--- src/rtl/edge_counter_mc_pkg.sv ---
// Shared definitions for the multi-channel edge counter: edge-mode encodings,
// parameter limits and the edge-select helper.
package edge_counter_mc_pkg;

  localparam int unsigned CH_MIN = 1;
  localparam int unsigned CH_MAX = 16;
  localparam int unsigned CW_MIN = 4;
  localparam int unsigned CW_MAX = 32;

  typedef enum logic [1:0] {
    EM_RISE = 2'b00,
    EM_FALL = 2'b01,
    EM_BOTH = 2'b10
  } edge_mode_e;

  // Mode 2'b11 is treated the same as EM_BOTH.
  function automatic logic edge_select(input logic [1:0] mode, input logic rise,
                                       input logic fall);
    logic sel;
    if (mode == EM_RISE) sel = rise;
    else if (mode == EM_FALL) sel = fall;
    else sel = rise | fall;
    return sel;
  endfunction

endpackage

--- src/rtl/edge_sync_det.sv ---
// One channel: synchroniser chain, history flop and edge-type select.
// edge_c is a combinational single-cycle pulse off the history comparison.
module edge_sync_det
  import edge_counter_mc_pkg::*;
#(
  parameter int unsigned SYNC_STAGES = 2
) (
  input  logic       clk_in,
  input  logic       reset,
  input  logic       sig,
  input  logic [1:0] edge_mode,
  output logic       edge_c
);

  logic [SYNC_STAGES-1:0] sync;
  logic                   hist;
  logic                   rise_c;
  logic                   fall_c;

  always_ff @(posedge clk_in or negedge reset) begin
    if (!reset) begin
      sync <= '0;
      hist <= 1'b0;
    end else begin
      sync <= {sync[SYNC_STAGES-2:0], sig};
      hist <= sync[SYNC_STAGES-1];
    end
  end

  assign rise_c = sync[SYNC_STAGES-1] & ~hist;
  assign fall_c = ~sync[SYNC_STAGES-1] & hist;
  assign edge_c = edge_select(edge_mode, rise_c, fall_c);

endmodule

--- src/rtl/edge_counter_mc.sv ---
// Multi-channel gated edge counter with saturating counters, a snapshot result
// bank and a valid/ready read handshake with sticky overrun detection.
module edge_counter_mc
  import edge_counter_mc_pkg::*;
#(
  parameter int unsigned CH          = 4,
  parameter int unsigned CW          = 16,
  parameter int unsigned SYNC_STAGES = 2
) (
  input  logic           clk_in,
  input  logic           reset,
  input  logic [CH-1:0]  sig_in,
  input  logic [CH-1:0]  ch_en,
  input  logic [1:0]     edge_mode,
  input  logic           gate_in,
  output logic [CH*CW-1:0] data_out,
  output logic [CH-1:0]  ovf_out,
  output logic           rd_valid,
  input  logic           rd_ready,
  output logic           overrun
);

  localparam logic [CW-1:0] CNT_MAX = '1;

  if (CH < CH_MIN || CH > CH_MAX || CW < CW_MIN || CW > CW_MAX) begin : g_bad_param
    $error("edge_counter_mc: CH or CW out of range");
  end

  logic [CH-1:0]         edge_c;
  logic [CH-1:0]         hit_c;
  logic [CH-1:0][CW-1:0] cnt;
  logic [CH-1:0]         sat;
  logic                  g_d;
  logic                  latch_c;

  for (genvar i = 0; i < CH; i++) begin : g_ch
    edge_sync_det #(
      .SYNC_STAGES(SYNC_STAGES)
    ) u_det (
      .clk_in   (clk_in),
      .reset    (reset),
      .sig      (sig_in[i]),
      .edge_mode(edge_mode),
      .edge_c   (edge_c[i])
    );
  end

  assign hit_c = edge_c & ch_en;

  // Gate rising-edge detector; a held-high gate yields one latch.
  always_ff @(posedge clk_in or negedge reset) begin
    if (!reset) g_d <= 1'b0;
    else        g_d <= gate_in;
  end

  assign latch_c = gate_in & ~g_d;

  // Per-channel saturating counters; an edge on the latch cycle opens the new window.
  always_ff @(posedge clk_in or negedge reset) begin
    if (!reset) begin
      cnt <= '0;
      sat <= '0;
    end else begin
      for (int i = 0; i < CH; i++) begin
        if (latch_c) begin
          cnt[i] <= CW'(hit_c[i]);
          sat[i] <= 1'b0;
        end else if (hit_c[i]) begin
          if (cnt[i] == CNT_MAX) sat[i] <= 1'b1;
          else                   cnt[i] <= cnt[i] + CW'(1);
        end
      end
    end
  end

  // Result bank and handshake; newest window overwrites unread data.
  always_ff @(posedge clk_in or negedge reset) begin
    if (!reset) begin
      data_out <= '0;
      ovf_out  <= '0;
      rd_valid <= 1'b0;
      overrun  <= 1'b0;
    end else if (latch_c) begin
      data_out <= cnt;
      ovf_out  <= sat;
      rd_valid <= 1'b1;
      if (rd_valid && !rd_ready) overrun <= 1'b1;
    end else if (rd_valid && rd_ready) begin
      rd_valid <= 1'b0;
    end
  end

endmodule

--- config.mk ---
export PLATFORM = sky130hd
export DESIGN_NAME = edge_counter_mc
export DESIGN_NICKNAME = d
export VERILOG_FILES = /design/src/rtl/edge_counter_mc_pkg.sv /design/src/rtl/edge_sync_det.sv /design/src/rtl/edge_counter_mc.sv
export SDC_FILE = /design/constraint.sdc
export NUM_CORES = 1
export LEC_CHECK = 0
export ABC_CLOCK_PERIOD_IN_PS = 4500
export BUFFER_PORTS_ARGS = -buffer_cell sky130_fd_sc_hd__buf_2
export CAP_MARGIN = 20
export CORE_UTILIZATION = 25
export DETAILED_ROUTE_END_ITERATION = 10
export PLACE_DENSITY = 0.39
export SETUP_SLACK_MARGIN = 0.02
export SLEW_MARGIN = 20
export SYNTH_ARGS = -nofsm -noshare
export SYNTH_HDL_FRONTEND = slang
export SYNTH_HIERARCHICAL = 1
export SYNTH_SLANG_ARGS = --single-unit
--- constraint.sdc ---
create_clock -name clk_in -period 4.5 [get_ports clk_in]
set_clock_uncertainty 0.15 [all_clocks]
set_input_delay 0.675 -clock clk_in [delete_from_list [all_inputs] [get_ports clk_in]]
set_output_delay 0.675 -clock clk_in [all_outputs]
set_load 0.01 [all_outputs]
* Word level (Yosys, flattened, before mapping)
Cells that the tools add are included.
Word-level totals: flip-flop bits (word level) 151, output and inout port bits 70, input port bits 14, logic and storage cells 113
Cells by class: $add $sub $neg 4, reduce and logical (&&, ||, !) cells 22, eq/ne operators 9, bitwise logic cells 23, multiplexer cells 34
Operators with widths (count):
- $mux 16 | 12
- $add 16x1->16 const B | 4
- $eq 16x16->1 const B | 4
- $mux 1 | 22
- $reduce_and 2->1 | 9
- $reduce_bool 2->1 | 9
- $and 1x1->1 | 9
- $not 1->1 | 9
- $ne 2x2->1 const B | 4
- $and 4x4->4 | 1
- $or 1x1->1 | 4
- $eq 2x1->1 const B | 1
- $logic_and 1x1->1 | 2
- $logic_not 2->1 | 1
- $logic_not 1->1 | 1

* Logic depth before layout (Yosys ltp)
Gate-level depths: netlist of the first run.
depth after elaboration 8, depth in mapped cells 9, mapped depth without buffers 8

* Modules after synthesis
Netlist of the first run, hierarchy kept.
By module, submodules not included:
- edge_counter_mc | area an instance 6437.4 um^2, cells an instance 709, sequential area each 3478.3 um^2, instances 1
- edge_sync_det | area an instance 127.6 um^2, cells an instance 9, sequential area each 75.1 um^2, instances 4

* Worst setup path after synthesis of the first run
Ideal clock, no wire load.
path kind input -> register, start input edge_mode[0], end register cnt[47] (netlist name), slack 1.965 ns, arrival 2.308 ns, required time 4.272 ns, library setup time 0.078 ns, buffers on the path 1, cell stages on the path 7, cells stage by stage mux2i_1 mux2i_1 nand3_1 or4_1 clkbuf_2 or4_1 a21oi_1
On the way: longest elaborated chain between the ends 6, elaborated cells between the ends (all ways) 7, those cells by class 1 x eq/ne; 2 x mux; 1 x bitwise; 3 x reduce/logical
RTL lines:
- start, declared | RTL line edge_counter_mc.sv:14 | input logic [1:0] edge_mode,
- $eq 2x1->1 | RTL line edge_counter_mc_pkg.sv:21 | else if (mode == EM_FALL) sel = fall;
- $mux 1 | RTL line edge_counter_mc_pkg.sv:21
- $mux 1 * | RTL line edge_counter_mc_pkg.sv:20 | if (mode == EM_RISE) sel = rise;
- named net edge_c[2] | RTL line edge_counter_mc.sv:29 | logic [CH-1:0] edge_c;
- $and 4x4->4 * | RTL line edge_counter_mc.sv:48 | assign hit_c = edge_c & ch_en;
- $reduce_bool 2->1 (no line) *
- $reduce_and 2->1 (no line) *
- end signal, assigned by index | RTL line edge_counter_mc.sv:66 | cnt[i] <= CW'(hit_c[i]);
- end signal, assigned by index | RTL line edge_counter_mc.sv:70 | else cnt[i] <= cnt[i] + CW'(1);
- end, declared | RTL line edge_counter_mc.sv:31 | logic [CH-1:0][CW-1:0] cnt;
The timed path passes the listed nets; every way through them passes the cells marked *. A chain may end at the register's enable or synchronous reset.

* Worst setup path after layout of the first run
start register g_ch[0].u_det.sync[1], end register cnt[15] (netlist name)
On the way: longest elaborated chain between the ends 8, elaborated cells between the ends (all ways) 9, those cells by class 2 x mux; 5 x bitwise; 2 x reduce/logical
RTL lines:
- start, declared | RTL line edge_sync_det.sv:15 | logic [SYNC_STAGES-1:0] sync;
- start signal, assigned | RTL line edge_sync_det.sv:25 | sync <= {sync[SYNC_STAGES-2:0], sig};
- $not 1->1 | RTL line edge_sync_det.sv:31 | assign fall_c = ~sync[SYNC_STAGES-1] & hist;
- $and 1x1->1 | RTL line edge_sync_det.sv:31
- $or 1x1->1 | RTL line edge_counter_mc_pkg.sv:22 | else sel = rise | fall;
- $mux 1 | RTL line edge_counter_mc_pkg.sv:21
- $mux 1 * | RTL line edge_counter_mc_pkg.sv:20
- named net edge_c[0] | RTL line edge_counter_mc.sv:29
- $and 4x4->4 * | RTL line edge_counter_mc.sv:48
- $reduce_bool 2->1 (no line) *
- $reduce_and 2->1 (no line) *
Marks and branches as above.

==> results of run 1 <==
[report_power, final]
part	switching [mW]	internal [mW]	total, mW
clock network	0.599	0.947	1.55
logic	0.130	0.0649	0.195
registers	0.0470	1.40	1.45
[cell families after synthesis]
kind of cell               synth area share
adders and majority gates            0.0216
muxes                                0.0202
and+or+nand+nor                       0.269
DFF                                   0.544
AOI/OAI and AO/OA                     0.116
buffers and inverters                0.0290
[critical path, delay by kind of cell, from the launching register on]
family	cells	cell delay, ns
fa+ha+maj	1	0.29
buf+inv	1	0.06
simple gates	3	1.23
mux	1	0.36
flops	1	0.38
compound gates	1	0.15
[per-layer routing]
metal,up-vias,part of all wire,global-route usage
met2,87,0.43,0.194
met1,2691,0.52,0.186
met5,-,0.00046,0
met4,2,0.013,0.0462
li1,2795,-,-
met3,17,0.036,0.0276
[final cells by class]
type	instances	area [um^2]	area share
Clock buffer	21	450	0.0538
Sequential cell	151	3780	0.451
Clock inverter	11	174	0.0208
Tap cell	372	465	0.0556
Multi-Input combinational cell	546	2990	0.357
Timing Repair Buffer	90	474	0.0566
Inverter	12	45.0	0.00538
[flip-flops by register name, summed over array words and instances (netlist names)]
signal,count
g_ch.u_det/sync,8
ovf_out,4
g_ch.u_det/hist,4
rd_valid,1
overrun,1
data_out,64
sat,4
cnt,64
g_d,1
[worst max-delay path by stage]
stage	startpoint	endpoint	slack, ns	cells past startpoint
2_1_floorplan	edge_mode[0]	cnt[47]	1.96	7
3_3_place_gp	edge_mode[0]	cnt[29]	1.56	7
3_5_place_dp	edge_mode[0]	cnt[31]	1.52	7
4_1_cts	g_ch[1].u_det/sync[1]	cnt[31]	1.74	7
5_1_grt	g_ch[0].u_det/sync[1]	cnt[15]	1.56	7
6_report	g_ch[0].u_det/sync[1]	cnt[15]	1.81	7
[through the flow]
stage,instance area (um^2),utilization,setup slack (ns),hold WS (ns),std cells
5_1_grt,8380,0.309,1.56,0.184,1203
3_5_place_dp,7750,0.286,1.52,0.185,1171
4_1_cts,8380,0.309,1.74,0.177,1203
2_1_floorplan,6950,-,1.96,0.181,745
3_3_place_gp,7750,0.286,1.56,0.182,1171
6_report,8380,0.309,1.81,0.195,1203
[layout by cell type, fill, tap and decap left out, drive strengths merged, types with 2 or more instances in the layout]
cell    synthesis  layout
o21a            3       3
dfrtp         151     151
or3            19      19
clkinv          0       7
o21ai          25      25
or4            27      27
clkbuf         27      21
and3            7       7
o31ai          26      26
nand2         240     240
or2             2       2
o311ai          4       4
and2            7       7
mux2i          14      14
nand2b         10      10
a21oi          48      48
inv            12      12
nor2           11      11
ha             12      12
and4           15      15
buf             8      90
a31oi           2       2
o211ai          6       6
bufinv          0       4
nor4            3       3
nand4          18      18
o41ai           6       6
nor3            7       7
nand3          22      22
==> impl_metrics.ini, run 1 <==
[sta]
slew_headroom = 0.365
hold_viol = 0
setup_viol = 0
grt_setup_unrepaired = no
final_max_slew_viol_count = 0
final.setup.tns_ns = 0
fmax_mhz = 372
worst_pin_slew_ns = 0.944
period_share = 0.597
finalCriticalPeriod_ns = 2.69

[floorplan]
die_area_um2 = 28500
pin_count = 84
die_w_um = 169
initial_core_util = 0.256
num_rows = 60
core_um2 = 27100
die_h_um = 169

[cells_and_area]
syn_to_final_growth_pct = 20.6
drive_above_1_share = 0.156
antennaDiodeCount = 0
fin_nets = 844
fill_cells = 2883

[power_and_ir_drop]
p_total_mw = 3.19
p_leak_nw = 4.03
pwr_density_cell_nw_per_um2 = 381
ir_drop_mv = 0.163

[yosys]
synthArstFlopShare = 1.00
synth_area_per_cell_um2 = 9.33
synth.cell_area_um2 = 6950
netlist_top_cells_count = 240 x nand2_1, 151 x dfrtp_1, 48 x a21oi_1
ys_types = 45
ys_seq_elements = 151
ys_warn_count = 6
yosys.cell_count.top_type = nand2_1
yosys.area.top_type = dfrtp_1
synth.yosys.seq_area_share = 0.544
synth_cells = 745
netlist.area_leader.share = 0.544
synth_top_flop_cell = dfrtp_1
synth_edf_count = 0
synthTopCellsByArea = dfrtp_1 54%, nand2_1 13%, a21oi_1 3.5%, or4_1 2.9%, o31ai_1 2.8%
synth_fp_nets = 771

[clock_tree]
cts_setup_buffers = 0
cts_tree = done
ctsHtreeMaxLevel = 4
clock_tree.buffer_depth = 2
root_buffer = clkbuf_16
clk_latency_ns = 0.43
hold_buffers = 0
numCtsBuffers = 17
clock_sinks = 151
path_clk_slew_ns = 0.07
ctsResizeCount = 0

[setup_path]
slowest_delay_ns = 0.57
end_kind = register
cpMaxStageDelayCell = or4_1
path_class = register to register
r2r-start = g_ch[0].u_det/sync[1]
rr_worst_depth = 7
r2r-end = cnt[15]
worstPathRequired_ns = 4.70
r2r_setup_slack_ns = 1.81
path_cells = inv_1 -> ha_1 -> mux2i_1 -> and4_1 -> nand4_1 -> or4_1 -> a21oi_1
cp-start-kind = register
crit_fanout = 9
arrival_ns = 2.89

[routing]
firstDrtPassIters = 4
num_vias = 5592
drtIter0Drc = 320
postRouteAntennaNets = 0
detail_route.wl_per_cell_um = 14.5
via_per_inst = 4.65
drc = 0
wl_mm = 17.5

[global_routing]
grt_max_degree = 95
grt_pass1_vias = 5536
track_usage = 0.130
gr-total-overflow = 0
grt_pass1_wl_mm = 29.5
antenna_found_initial = 1

[placed_design]
dpl.hpwl_mm = 11.2
port_buffers = 83
routabilityCongestion = 0.699

[worst_hold_path]
hp-class = input pin to async pin

[outcome]
status = finished, final reports clean

[run]
maxCapViolCount = 0
(Power assumes the default switching activity.)
==> run 2: changes to the inputs <==
ABC_CLOCK_PERIOD_IN_PS = 2690   (was 4500)
clock period = 2.69 ns   (was 4.5 ns; I/O delays follow)
==> run 2 against run 1 <==
  * Via count increased by 0.70%
  * Maximum frequency grew 6.4%
  * Final area rose by 3.1%
  * Die area is the same
  * Register-to-register slack got worse by 1.6 ns
  * First-iteration DRC count grew 23%
  * Routed wire length fell by 0.38%
  * Sequential share of layout area decreased by 1.4 points
  * Clock power increased by 70%
  * Critical path depth up 1
  * Critical endpoint is now cnt[42]
  * Highest routed layer is now met4
==> impl_metrics.ini, run 2 (same netlist as run 1, synthesis figures left out) <==
[outcome]
status = finished, final reports clean

[setup_path]
path_cells = inv_1 -> ha_1 -> mux2i_2 -> buf_4 -> nand2_1 -> or3_2 -> or4_1 -> a21oi_1
slowest_delay_ns = 0.52
worstPathRequired_ns = 2.88
arrival_ns = 2.71
cpMaxStageDelayCell = or3_2
crit_fanout = 6
r2r_setup_slack_ns = 0.16
rr_worst_depth = 8
path_class = register to register
cp-start-kind = register
end_kind = register

[worst_hold_path]
hp-class = input pin to register
worstHoldPathCells = 3

[sta]
final.setup.tns_ns = 0
setup_viol = 0
finalCriticalPeriod_ns = 2.53
fmax_mhz = 396
grt_setup_unrepaired = yes
hold_viol = 0
worst_pin_slew_ns = 0.563
slew_headroom = 0.621
final_max_slew_viol_count = 0
period_share = 0.939

[placed_design]
port_buffers = 83
dpl.hpwl_mm = 11.2
routabilityCongestion = 0.718
dp_cells = 1184
placed_cell_area_um2 = 7890

[global_routing]
grt_pass1_wl_mm = 29.8
grt_pass1_vias = 5692
antenna_found_initial = 0
track_usage = 0.131
grt_max_degree = 85
gr-total-overflow = 0

[cells_and_area]
stdcell_count = 1226
layout_commonest_cell = nand2_1
syn_to_final_growth_pct = 24.3
fill_cells = 2846
antennaDiodeCount = 0
final_cell_mix = 240 x nand2_1, 151 x dfrtp_1, 82 x buf_2
final_cell_area_um2 = 8640
fin_nets = 867
drive_above_1_share = 0.178
largest_registers = cnt: 64 flops, data_out: 64 flops, g_ch.u_det/sync: 8 flops

[routing]
wl_mm = 17.4
via_per_inst = 4.59
num_vias = 5631
drc = 0
firstDrtPassIters = 4
drtIter0Drc = 395
detail_route.wl_per_cell_um = 14.2
postRouteAntennaNets = 0

[floorplan]
pin_count = 84
die_area_um2 = 28500
die_h_um = 169
core_um2 = 27100
num_rows = 60
initial_core_util = 0.256
die_w_um = 169

[clock_tree]
ctsHtreeMaxLevel = 4
cts_tree = done
clock_sinks = 151
path_clk_slew_ns = 0.07
root_buffer = clkbuf_16
numCtsBuffers = 17
clk_latency_ns = 0.43
clock_tree.buffer_depth = 2

[power_and_ir_drop]
p_leak_nw = 4.16
pwr_density_cell_nw_per_um2 = 629
ir_drop_mv = 0.281
p_total_mw = 5.43

[run]
maxCapViolCount = 0
[run 2: layout make-up]
| cell class | count | area (um^2) | area share |
|---|---|---|---|
| Inverter | 12 | 45.0 | 0.00521 |
| Tap cell | 372 | 465 | 0.0539 |
| Multi-Input combinational cell | 546 | 3000 | 0.347 |
| Clock inverter | 11 | 168 | 0.0194 |
| Clock buffer | 21 | 470 | 0.0545 |
| Timing Repair Buffer | 113 | 712 | 0.0824 |
| Sequential cell | 151 | 3780 | 0.437 |
[run 2: worst max-delay path: cells and delay by family, from the launching register on]
kind                       cells  cell delay, ns
DFF                            1            0.37
buffers and inverters          2            0.20
and+or+nand+nor                3            1.07
adders and majority gates      1            0.30
muxes                          1            0.21
AOI/OAI and AO/OA              1            0.15
[run 2: path summary, 6_finish.rpt]
kind / end / startpoint
worst max register to register: cnt[42] / g_ch[2].u_det/sync[1]
worst min-delay path: rd_valid / rd_ready
max in group asynchronous: ovf_out[0] / reset
min in group asynchronous: data_out[37] / reset
worst min register to register: g_ch[3].u_det/sync[1] / g_ch[3].u_det/sync[0]
worst max-delay path: cnt[42] / g_ch[2].u_det/sync[1]
[run 2: through the flow]
stage | util | worst slack [ns] | hold WS [ns]
after floorplan | - | 0.260 | -0.0421
after global placement | 0.291 | 0.0629 | 0.183
after detailed placement | 0.291 | 0.0300 | 0.185
after CTS | 0.317 | 0.0253 | 0.0882
after global routing | 0.319 | 0.00208 | 0.107
final | 0.319 | 0.164 | 0.105
[run 2: power breakdown]
group          switching [mW]  internal (mW)
registers              0.0786           2.35
clock network            1.01           1.63
logic                   0.227          0.138
total                    1.32           4.11
[run 2: per-layer routing]
| layer | vias to the layer above | GRT usage | wire (um) |
|---|---|---|---|
| met1 | 2694 | 0.187 | 9060 |
| met3 | 12 | 0.0281 | 605 |
| met5 | - | 0 | 0 |
| met4 | 0 | 0.0391 | 199 |
| li1 | 2834 | - | - |
| met2 | 91 | 0.196 | 7570 |
[run 2: repair_timing]
item,in CTS,in global routing
cloned,0,0
endpoints found under the setup margin,1,12
setup buffers,0,4
hold buffers,6,0
resized for setup,1,3
endpoints found under the hold margin,57,0
